==> config.mk <==
export PLATFORM = sky130hd
export DESIGN_NAME = fifo_drain_streamer
export DESIGN_NICKNAME = d
export VERILOG_FILES = /design/src/rtl/fifo_drain_streamer.sv
export SDC_FILE = /design/constraint.sdc
export NUM_CORES = 1
export LEC_CHECK = 0
export ABC_AREA = 1
export CORE_MARGIN = 2
export CORE_UTILIZATION = 38
export CTS_CLUSTER_DIAMETER = 150
export DETAILED_ROUTE_END_ITERATION = 10
export GPL_ROUTABILITY_DRIVEN = 0
export GPL_TIMING_DRIVEN = 0
export PLACE_DENSITY_LB_ADDON = 0.2
export SLEW_MARGIN = 20
export SYNTH_ARGS = -nofsm -noshare
export SYNTH_HDL_FRONTEND = slang
export SYNTH_SLANG_ARGS = --single-unit
export TNS_END_PERCENT = 10
==> constraint.sdc <==
create_clock -name clk -period 1.6 [get_ports clk]
set_input_delay 0.32 -clock clk [delete_from_list [all_inputs] [get_ports clk]]
set_output_delay 0.32 -clock clk [all_outputs]
set_load 0.02 [all_outputs]
==> src/rtl/fifo_drain_streamer.sv <==
// FIFO read-side drainer: pops into a 2-entry skid buffer, tags frame ends, counts accepted frames.
// Optional FIFO_DRAIN_STREAMER_PARITY_EN adds a stored even-parity bit on m_parity.
module fifo_drain_streamer #(
    parameter int WIDTH     = 16,
    parameter int FRAME_LEN = 4
) (
    input  logic             clk,
    input  logic             rst_n,
    input  logic             enable,
    input  logic             fifo_empty,
    output logic             fifo_rd_en,
    input  logic [WIDTH-1:0] fifo_data,
    output logic             m_valid,
    input  logic             m_ready,
    output logic [WIDTH-1:0] m_data,
    output logic             m_last,
`ifdef FIFO_DRAIN_STREAMER_PARITY_EN
    output logic             m_parity,
`endif
    output logic [15:0]      frame_cnt
);
    typedef struct packed {
`ifdef FIFO_DRAIN_STREAMER_PARITY_EN
        logic             parity;
`endif
        logic             last;
        logic [WIDTH-1:0] data;
    } entry_t;

    localparam logic [7:0] LAST_IDX = 8'(FRAME_LEN - 1);

    entry_t     ent_q [2];
    entry_t     head_ent;
    entry_t     push_ent;
    logic [1:0] count;
    logic       head;
    logic       tail;
    logic [7:0] word_idx;
    logic       push;
    logic       pop;

    // Gated by rst_n so the FIFO is never popped while reset holds count at 0.
    assign push       = rst_n && enable && !fifo_empty && (count != 2'd2);
    assign fifo_rd_en = push;
    assign m_valid    = (count != 2'd0);
    assign pop        = m_valid && m_ready;

    assign head_ent = ent_q[head];
    assign m_data   = head_ent.data;
    assign m_last   = head_ent.last;
`ifdef FIFO_DRAIN_STREAMER_PARITY_EN
    assign m_parity = head_ent.parity;
`endif

    always_comb begin
        push_ent      = '0;
        push_ent.data = fifo_data;
        push_ent.last = (word_idx == LAST_IDX);
`ifdef FIFO_DRAIN_STREAMER_PARITY_EN
        push_ent.parity = ^fifo_data;
`endif
    end

    // Entries are cleared on reset so the head reads back as all-zero outputs.
    always_ff @(posedge clk or negedge rst_n) begin
        if (!rst_n) begin
            ent_q[0]  <= '0;
            ent_q[1]  <= '0;
            count     <= 2'd0;
            head      <= 1'b0;
            tail      <= 1'b0;
            word_idx  <= 8'd0;
            frame_cnt <= 16'd0;
        end else begin
            if (push) begin
                ent_q[tail] <= push_ent;
                tail        <= ~tail;
                word_idx    <= (word_idx == LAST_IDX) ? 8'd0 : word_idx + 8'd1;
            end
            if (pop) begin
                head <= ~head;
                if (head_ent.last)
                    frame_cnt <= frame_cnt + 16'd1;
            end
            count <= count + {1'b0, push} - {1'b0, pop};
        end
    end

endmodule
=== Yosys cells after proc, flatten, opt, wreduce, memory -nomap -nowiden ===
Index checks and enable logic that the tools add are counted.

* Register bits after elaboration: 62
* Input bits: 21
* Logic and storage cells: 37
* Output and inout bits: 35

* Multiplexer cells: 7
* Add/subtract/negate cells: 4
* Magnitude comparators: 3
* Reduce and logical (&&, ||, !) cells: 8
* Bitwise gates (word level): 4
* Equal/unequal tests: 2

{| class="wikitable"
|+ Operator list
! cell !! count
|-
| 17-bit 2-to-1 mux || 4
|-
| 34-bit bitwise mux || 1
|-
| 17-bit demux with 1-bit select || 1
|-
| 16-bit by 1-bit adder with 16-bit output, second input constant || 1
|-
| 8-bit by 1-bit adder with 8-bit output, second input constant || 1
|-
| 8-bit by 2-bit equality test with 1-bit output, second input constant || 1
|-
| 8-bit 2-to-1 mux || 1
|-
| 1-bit logical AND || 5
|-
| 2-bit greater-or-equal comparator, second input constant || 2
|-
| 1-bit inverter with 2-bit output || 2
|-
| 2-bit by 1-bit adder with 2-bit output || 1
|-
| 2-bit by 1-bit < comparator with 1-bit output, second input constant || 1
|-
| 2-bit != test, second input constant || 1
|-
| 1-bit inverter || 2
|-
| 2-bit AND reduction || 1
|-
| 2-bit nonzero test || 1
|-
| 2-bit by 1-bit subtractor with 2-bit output || 1
|-
| 1-bit logical NOT || 1
|}

=== Logic depth before layout (Yosys ltp) ===
Gate-level depths: netlist (run 1).

* Depth after elaboration: 6
* Mapped depth: 10

=== Least setup slack after synthesis (run 1) ===
No wires, ideal clock.

* Kind: reg-to-output
* Start: register head
* End: output port m_data[12]
* Path buffers: 2
* Arrival: 1.166 ns
* Slack: 0.114 ns
* Required time: 1.280 ns
* Stages on the path, launching flop included: 4
* Cell sequence: dfrtp_1 -> buf_6 -> clkbuf_1 -> o21ai_0

* Cells in the longest elaborated chain, start to end: 4

{| class="wikitable"
|+ Ends and longest elaborated chain
! element !! RTL line !! source
|-
| start: declaration || 36 || <nowiki>logic head;</nowiki>
|-
| start signal: assignment || 81 || <nowiki>head <= ~head;</nowiki>
|-
| 1-bit inverter with 2-bit output (not written as such) || 48 || <nowiki>assign head_ent = ent_q[head];</nowiki>
|-
| 17-bit 2-to-1 mux (not written as such) (3 in series) || 48 ||
|-
| end: declaration || 15 || <nowiki>output logic [WIDTH-1:0] m_data,</nowiki>
|}

No other way between the ends. The select of a mux whose other input is x is not followed.

=== Worst setup path after layout (run 1) ===
Ends and elaborated chain as after synthesis.

==> results of run 1 <==
==> synthesized netlist by cell type <==
cell type | n | area [um^2]
inv_4 | 1 | 6.26
nor2_1 | 21 | 78.8
nand2_4 | 1 | 11.3
nor2_8 | 1 | 20.0
ha_1 | 3 | 37.5
nand2_2 | 3 | 18.8
nand3b_1 | 3 | 22.5
nand4_1 | 6 | 37.5
o21ai_0 | 28 | 140
o21ai_1 | 8 | 40.0
inv_2 | 4 | 15.0
dfrtp_1 | 62 | 1550
nand3_1 | 11 | 55.1
nor2_2 | 2 | 12.5
clkbuf_1 | 3 | 11.3
nor3_1 | 3 | 15.0
nand2_1 | 154 | 578
xor2_1 | 12 | 105
nor2_4 | 4 | 45.0
buf_6 | 8 | 90.1
inv_1 | 34 | 128
xnor2_1 | 4 | 35.0
==> per-stage QoR <==
stage | setup TNS [ns] | std cells | utilization [%] | hold slack (ns)
5_1_grt | -1.89 | 562 | 55.3 | 0.508
4_1_cts | -1.19 | 553 | 51.8 | 0.464
3_5_place_dp | -10.30 | 534 | 48.3 | 0.268
6_report | -0.729 | 562 | 55.3 | 0.476
2_1_floorplan | 0 | 376 | - | 0.0244
3_3_place_gp | -242.58 | 533 | 48.1 | 0.455
==> logic make-up (layout without fill, tap and decap cells) <==
logic type	count (synthesis)	after routing	synth area share, %
XOR/XNOR	16	16	4.59
flip-flops	62	62	50.8
adder cells (fa/ha/maj)	3	3	1.23
buffers and inverters	50	134	8.19
AO/OA/AOI/OAI	36	36	5.90
AND/OR/NAND/NOR	209	209	29.3
==> flip-flops by register name, indices dropped and copies added, names as in the netlist <==
register / flops
tail: 1
head: 1
word_idx: 8
count: 2
frame_cnt: 16
ent_q: 34
==> how the worst max path moves through the flow <==
| stage | to | slack (ns) | cells after the start |
|---|---|---|---|
| after global placement | fifo_rd_en | -3.02 | 7 |
| after global routing | m_data[15] | -0.11 | 5 |
| final | m_data[12] | -0.06 | 4 |
| after detailed placement | fifo_rd_en | -0.63 | 7 |
| after CTS | fifo_rd_en | -0.13 | 6 |
| after floorplan | m_data[12] | 0.11 | 3 |
==> worst max-delay path, stage by stage, from the launching register on <==
cell and delay, ns:
dfrtp_1 0.41, buf_6 0.16, buf_8 0.15, o21ai_4 0.14
buf_6 0.14
==> placed cells by master (no fill, tap or decap), types with 6 or more instances in the layout <==
master / synthesis / final
clkdlybuf4s50_1: 0 / 19
nor2_1: 21 / 19
inv_1: 34 / 34
o21ai_1: 8 / 8
xor2_1: 12 / 12
o21ai_0: 28 / 12
o21ai_4: 0 / 8
clkbuf_8: 0 / 10
buf_6: 8 / 24
o21ai_2: 0 / 8
nand4_1: 6 / 6
nand2_2: 3 / 14
buf_4: 0 / 9
nand3_1: 11 / 11
nand2_1: 154 / 140
dfrtp_1: 62 / 62
dlygate4sd2_1: 0 / 17
==> per-layer routing <==
metal | wire [um] | vias to the layer above
met2 | 3270 | 51
met4 | 155 | 0
li1 | - | 1318
met1 | 3330 | 1221
met5 | 0 | -
met3 | 291 | 13
==> area by class of cell <==
cell class                 instances  share of cell area [%]
sequential                        62                    36.1
multi-input combinational        264                    33.2
timing repair buffer              68                    16.4
buffer                            11                    3.70
inverter                          39                    3.58
clock buffer                      10                    3.20
tap                              102                    2.97
clock inverter                     6                   0.873
==> power by group through the flow <==
| stage | sequential (mW) | combinational (mW) | clock, mW |
|---|---|---|---|
| floorplan | 2.24 | 1.35 | 0 |
| global placement | 2.28 | 2.22 | 0 |
| detailed placement | 2.29 | 2.25 | 0 |
| CTS | 2.27 | 2.57 | 1.29 |
| global route | 2.36 | 3.45 | 1.34 |
| finish | 2.31 | 3.21 | 1.24 |
==> repair_timing <==
item                       4_1_cts  5_1_grt
pin swaps                        1       12
cloned                           1        3
setup endpoints to repair       35       19
buffers inserted                 0        6
gates resized for setup        165       52
hold buffers                     2        0
hold endpoints to repair        26        0
==> qor.csv, run 1 <==
stage,metric,value,unit
worst_setup_path,cp-start-kind,register,
die,dieArea,0.00877,mm^2
clocking,insertion_delay,0.35,ns
route,wire_per_inst,12.5,um
power,switchingPower,2.60,mW
synthesis,ys_ff_latch,62,
placed_design,dpl_cell_area,0.00375,mm^2
die,initial_core_util,39.3,%
synthesis,syn_nets,400,
power,p_sw_share,38.4,%
power,intPower,4.16,mW
route,first_iter_violations,119,
cells_and_area,syn_to_final_growth,40.7,%
sta,slew_violations,0,
min_path,min_to,ent_q[14],
die,die_x,93.7,um
worst_setup_path,cp_max_fo,6,
route,routed_wl,7.04,mm
power,p_clk_share,18.3,%
die,pin_count,56,
outcome,violations,negative setup slack,
power,totalPowerFinal,6.76,mW
clocking,cts_buffer_depth,2,
global_route,grt_pass1_wl,11.3,mm
power,power_density,1570,mW/mm^2
power,p_comb_share,47.5,%
min_path,min-delay-start,ent_q[14],
synthesis,yosysWarnings,0,
sta,fmax,0.602,GHz
cells_and_area,seqCellArea,0.00155,mm^2
global_route,antenna_found_initial,0,
global_route,grt_pass1_vias,2399,
worst_setup_path,rr_startpoint,head,
sta,finalHoldViolations,0,
power,power_frac_seq,34.2,%
synthesis,synth-seq-area-share,50.8,%
die,die_h,93.7,um
die,coreArea,0.00777,mm^2
route,final_antenna_net_count,0,
worst_setup_path,cp.required,1.28,ns
global_route,grt_util_met2,25.8,%
global_route,grt_start_max_net_pins,37,
sta,slew_headroom,71.5,%
route,drc_errors,0,
cells_and_area,fillers,738,
worst_setup_path,r2r-end,frame_cnt[7],
clocking,path_clk_slew,0.07,ns
cells_and_area,fin_nets,479,
clocking,cts.sinks,62,
global_route,track_usage,16.8,%
cells_and_area,drive_gt1_share,23.0,%
placed_design,dp_hpwl,4.61,mm
clocking,tritoncts,yes,
worst_setup_path,r2r_slack,0.17,ns
worst_setup_path,r2r_cells,9,
clocking,htreeDepth,3,
placed_design,dpl_worst_slack,-0.633,ns
sta,grt_setup_unrepaired,yes,
outcome,status,"finished, violations left",
synthesis,synth.distinct_cells,22,
route,vias_per_cell,4.63,
global_route,top_usage_layer,met2,
worst_setup_path,worstPathArrival,1.34,ns
power,vdd_ir_drop_max,0.842,mV
sta,timing.final.ws_setup,-0.0612,ns
clocking,cts_root_buffer,clkbuf_8,
min_path,worstHoldPathCells,2,
worst_setup_path,worstSetupPathType,reg2out,
clocking,cts_buffers,9,
global_route,overflow,0,
job,cap_violations,0,
route,firstDrtPassIters,5,
cells_and_area,diodes,0,
synthesis,syn_area_per_cell,8.12,um^2
sta,final.min_clock_period,1.66,ns
placed_design,place.port_buffers,55,
power,p_leak,2.16,nW
min_path,hp-class,reg2reg,
sta,worstMarginPinSlew,0.424,ns
sta,finalCritPeriodShare,104,%
cells_and_area,multi_input_area,0.00143,mm^2
die,rows,32,
route,vias,2603,
sta,setup_viol,19,
cells_and_area,stdcell_area,0.00430,mm^2
sta,skew,0.00570,ns
synthesis,netlist_area,0.00305,mm^2
global_route,use_met1,22.4,%
worst_setup_path,crit_start,head,
synthesis,syn_inst,376,
global_route,met3_usage,5.38,%
worst_setup_path,endpoint_kind,output port,
Note: power is estimated with default switching activity, not from simulation.
==> run 2: changes to the inputs <==
SKIP_CTS_REPAIR_TIMING = 1   (was not set)
==> run 2 against run 1 <==
Effect of this change:
- the run still ends with negative setup slack left
- combinational power fell by 26%
- worst hold slack got worse by 0.028 ns
- register-to-register slack got worse by 0.02 ns
- design area fell by 5.9%
- clock power barely moved
- clock skew barely moved
- power fell by 13%
- sequential share of layout area rose by 2.3 points
- final cell count fell by 1.2%
- fmax fell by 3.0%
- non-clock buffer count fell by 7
==> qor.csv, run 2 (synthesis gave the netlist of run 1 again) <==
stage,metric,value,unit,change
outcome,status,"finished, violations left",,unchanged
outcome,violations,negative setup slack,,unchanged
global_route,track_usage,16.3,%,was 16.8%
die,rows,32,,unchanged
placed_design,place.port_buffers,55,,unchanged
route,first_iter_violations,103,,was 119
clocking,insertion_delay,0.35,ns,about the same
clocking,cts_buffers,9,,unchanged
cells_and_area,drive_gt1_share,16.8,%,was 23.0%
worst_setup_path,timing.critical_path.to,fifo_rd_en,,was m_data[12]
worst_setup_path,cp-start-kind,input pin,,was register
worst_setup_path,cp.required,1.28,ns,about the same
sta,worstMarginPinSlew,0.424,ns,about the same
sta,fmax,0.584,GHz,was 0.602 GHz
sta,slew_violations,0,,unchanged
die,coreArea,0.00777,mm^2,unchanged
route,routed_wl,6.58,mm,was 7.04 mm
sta,finalHoldViolations,0,,unchanged
clocking,cts_root_buffer,clkbuf_8,,unchanged
min_path,min-delay-start,rst_n,,was ent_q[14]
die,pin_count,56,,unchanged
worst_setup_path,worstPathArrival,1.39,ns,was 1.34 ns
clocking,path_clk_slew,0.07,ns,about the same
sta,final.min_clock_period,1.71,ns,was 1.66 ns
cells_and_area,utilization,52.1,%,was 55.3%
sta,grt_setup_unrepaired,yes,,unchanged
worst_setup_path,crit_start,enable,,was head
worst_setup_path,rr_startpoint,head,,unchanged
worst_setup_path,cp_slowest_stage_delay,0.45,ns,was 0.41 ns
min_path,worstHoldPathCells,7,,was 2
worst_setup_path,r2r-end,frame_cnt[7],,unchanged
worst_setup_path,r2r_cells,10,,was 9
die,die_x,93.7,um,unchanged
route,wire_per_inst,11.9,um,was 12.5 um
die,dieArea,0.00877,mm^2,unchanged
route,firstDrtPassIters,4,,was 5
clocking,tritoncts,yes,,unchanged
worst_setup_path,endpoint_kind,output port,,unchanged
worst_setup_path,worstPathCellList,clkdlybuf4s50_1 -> nand2_1 -> nor2_1 -> nand2_2 -> buf_6 -> inv_4 -> buf_4,,was buf_6 -> buf_8 -> o21ai_4 -> buf_6
cells_and_area,regMostFlops,ent_q,,unchanged
sta,skew,0.00612,ns,was 0.00570 ns
cells_and_area,layout_common_cells,"nand2_1, dfrtp_1, inv_1",,unchanged
power,vdd_ir_drop_max,0.733,mV,was 0.842 mV
sta,tns,-1.06,ns,was -0.729 ns
min_path,hp-class,in2reg,,was reg2reg
worst_setup_path,cp_max_fo,10,,was 6
route,final_antenna_net_count,0,,unchanged
cells_and_area,largest_reg_flops,34,,unchanged
route,drc_errors,0,,unchanged
worst_setup_path,crit_path_top_delay_cell,clkdlybuf4s50_1,,was dfrtp_1
job,cap_violations,0,,unchanged
worst_setup_path,worstSetupPathType,in2out,,was reg2out
cells_and_area,diodes,0,,unchanged
worst_setup_path,r2r_slack,0.15,ns,was 0.17 ns
sta,finalCritPeriodShare,107,%,was 104%
power,power_density,1450,mW/mm^2,was 1570 mW/mm^2
sta,setup_viol,12,,was 19
die,die_h,93.7,um,unchanged
clocking,cts_buffer_depth,2,,unchanged
global_route,grt_pass1_wl,11.1,mm,was 11.3 mm
global_route,grt_start_max_net_pins,37,,unchanged
cells_and_area,final_common_cell,nand2_1,,unchanged
route,vias_per_cell,4.59,,was 4.63
sta,slew_headroom,71.5,%,about the same
sta,timing.final.ws_setup,-0.112,ns,was -0.0612 ns
power,p_leak,2.27,nW,was 2.16 nW
placed_design,dp_hpwl,4.61,mm,unchanged
clocking,htreeDepth,3,,unchanged
cells_and_area,largestRegisters,"ent_q (34), frame_cnt (16), word_idx (8)",,unchanged
die,initial_core_util,39.3,%,unchanged
cells_and_area,fillers,764,,was 738
global_route,grt_pass1_vias,2366,,was 2399
global_route,overflow,0,,unchanged
cells_and_area,syn_to_final_growth,32.4,%,was 40.7%
cells_and_area,fin_nets,472,,was 479
global_route,antenna_found_initial,0,,unchanged
route,vias,2549,,was 2603
clocking,cts.sinks,62,,unchanged
run 2: changes by cell type in the layout (fill, tap and decap cells not counted), sizes merged:
cell	delta
dlygate4sd2	-17
clkbuf	-3
dlymetal6s2s	+17
buf	-4
run 2: area by class of cell:
| cell class | count | area (um^2) | share of cell area (%) |
|---|---|---|---|
| plain buffers | 11 | 135 | 3.34 |
| flip-flops and latches | 62 | 1550 | 38.4 |
| clock inverters | 6 | 37.5 | 0.928 |
| multi-input cells | 264 | 1290 | 31.8 |
| well taps | 102 | 128 | 3.15 |
| repair buffers | 61 | 618 | 15.3 |
| clock buffers | 10 | 138 | 3.40 |
| inverters | 39 | 151 | 3.74 |
run 2: worst max-delay path, delay by kind of cell:
family | cells | cell delay [ns]
and+or+nand+nor | 3 | 0.23
buffers and inverters | 4 | 0.83
run 2: worst min path at each step:
stage,to
CTS,ent_q[32]
detailed placement,ent_q[32]
finish,ent_q[0]
global route,ent_q[1]
global placement,ent_q[0]
floorplan,count[0]
run 2: power breakdown:
| part | internal (mW) | total (mW) | switching (mW) |
|---|---|---|---|
| Clock | 0.594 | 1.23 | 0.637 |
| Combinational | 1.01 | 2.36 | 1.35 |
| Sequential | 2.04 | 2.28 | 0.238 |
run 2: through the flow:
stage          hold WS [ns]  power [mW]  setup slack [ns]  area (um^2)  cells
6_report              0.448        5.87            -0.112         4050    555
2_1_floorplan        0.0244        3.59             0.114         3050    376
3_5_place_dp          0.268        4.54            -0.633         3750    534
5_1_grt               0.495        6.28            -0.208         4050    555
4_1_cts              -0.116        5.81            -0.806         3930    550
3_3_place_gp          0.455        4.50             -3.02         3730    533
run 2: per-layer routing:
layer	wire [um]	up-vias	track usage, %
met5	0	-	0
met4	126	0	5.80
met3	292	11	5.38
met2	2970	44	24.7
met1	3190	1190	22.0
li1	-	1304	-
==> patch (config.mk and constraints of run 1) <==
`WIDTH`: 16 -> 32.
--- a/src/rtl/fifo_drain_streamer.sv
+++ b/src/rtl/fifo_drain_streamer.sv
@@ -1,7 +1,7 @@
 // FIFO read-side drainer: pops into a 2-entry skid buffer, tags frame ends, counts accepted frames.
 // Optional FIFO_DRAIN_STREAMER_PARITY_EN adds a stored even-parity bit on m_parity.
 module fifo_drain_streamer #(
-    parameter int WIDTH     = 16,
+    parameter int WIDTH     = 32,
     parameter int FRAME_LEN = 4
 ) (
     input  logic             clk,
Interface: changed (resized fifo_data and m_data); port bits go from 56 to 88. The function was not compared with the original's and may differ.
==> patch against run 1 <==
  * The run ends with DRC, setup timing left
  * Worst hold slack better by 0.0054 ns
  * Combinational power is 59% higher
  * Wire length is 57% higher
  * Total power is 62% higher
  * Synthesized area is 47% higher
  * Sequential cell count is 32 higher
  * Via count is 50% higher
  * Register-to-register slack worse by 0.13 ns
  * Design area is 46% higher
  * Worst setup slack worse by 0.034 ns
==> patch: results (changes against run 1) <==
status=finished, violations left; failing checks=DRC, setup timing; pin count of the biggest net entering global routing=54 (+46%); top post-synthesis cells by area=dfrtp_1, nand2_1, inv_1; Slew HR=70.46% (-1.1 points); Inst Count DP=784 (+47%); Post-Synth Adder-Cell Area=0.8336% (-0.40 points); maximum vdd drop=1.021 mV (+21%); post-detail-place hpwl=7392 um (+60%); met2 routed WL=5309 um (+63%); final setup margin=-0.09481 ns (-0.03361 ns); Post-route DRC=5 (+5); largest fanout on the critical path=8 (+2); Placed Area=0.005582 sq mm (+49%); nets=708 (+48%); Seq/Total Area, Yosys=52.24% (+1.4 points); I/O Buffers=87 (+58%); Final setup viols=33 (+14); Place WS=-0.7983 ns (-0.1653 ns); leak pwr=3.275 nW (+52%); Compound-Gate Fraction of Synth Area=9.336% (+3.4 points); Net Count, Synth=593 (+48%); Synth top cells by count=nand2_1, dfrtp_1, inv_1; aggregate global-route resource usage=17.83% (+1.1 points); share of cells above drive strength 1=22.95% (-0.093 points); WL final=11040 um (+57%)
-- patch: changes by cell type after synthesis, sizes merged, moves of 2 or more --
| cell | before | now |
|---|---|---|
| clkbuf | 3 | 6 |
| nand2 | 158 | 234 |
| buf | 8 | 17 |
| xnor2 | 4 | 2 |
| o21ai | 36 | 69 |
| inv | 39 | 56 |
| nand4 | 6 | 9 |
| nor2 | 28 | 30 |
| dfrtp | 62 | 94 |
| nor3 | 3 | 1 |
| nand3 | 11 | 18 |
| xor2 | 12 | 10 |
-- patch: logic make-up after synthesis --
kind of cell | Yosys count
XOR/XNOR | 12
AO/OA/AOI/OAI | 70
flip-flops | 94
AND/OR/NAND/NOR | 295
buffers and inverters | 79
adder cells (fa/ha/maj) | 3
-- patch: final timing paths --
check	endpoint	startpoint	slack, ns	cells past startpoint
max in group asynchronous	ent_q[56]$_DFFE_PN0P_	rst_n	0.64	3
setup reg to reg	ent_q[13]$_DFFE_PN0P_	count[0]$_DFF_PN0_	0.04	6
hold reg to reg	ent_q[61]$_DFFE_PN0P_	ent_q[61]$_DFFE_PN0P_	0.48	2
min in group asynchronous	ent_q[6]$_DFFE_PN0P_	rst_n	0.70	3
setup / recovery	m_data[18]	head$_DFFE_PN0P_	-0.09	6
hold / removal	ent_q[61]$_DFFE_PN0P_	ent_q[61]$_DFFE_PN0P_	0.48	2
-- patch: stage by stage --
step / total power [mW] / hold WS (ns) / setup TNS [ns] / util, %
4_1_cts: 10.60 / -0.1360 / -3.014 / 52.67
5_1_grt: 11.63 / 0.5121 / -4.741 / 54.63
3_3_place_gp: 7.772 / 0.4639 / -631.13 / 48.22
2_1_floorplan: 6.089 / 0.02441 / 0 / -
6_report: 10.93 / 0.4817 / -2.073 / 54.63
3_5_place_dp: 7.875 / 0.2740 / -39.56 / 48.47
-- patch: repair_timing --
action | in CTS | in global routing
gates cloned | 2 | 2
endpoints found under the setup margin | 51 | 64
pin swaps | 5 | 7
setup buffers | 2 | 8
resized for setup | 261 | 42
hold endpoints to repair | 41 | 41
-- patch: layout make-up --
class	count	area, sq um
tap	143	178.9
clock buffer	9	225.2
timing repair buffer	103	1076
buffer	23	285.3
clock inverter	5	52.55
sequential	94	2352
multi-input combinational	380	1887
inverter	56	225.2
fill	1089	5225
timing repair inverter	1	8.758
-- patch: where the power goes --
part | internal, mW | switching, mW
Clock | 1.18 | 0.886
Sequential | 3.21 | 0.546
Combinational | 2.43 | 2.66
-- patch: worst max-delay path, stage by stage, from the launching register on --
cell and delay (ns):
dfrtp_1 0.35, buf_8 0.17, clkinv_8 0.09, clkbuf_16 0.17, nand2_1 0.06, nand2_1 0.06, buf_6 0.13
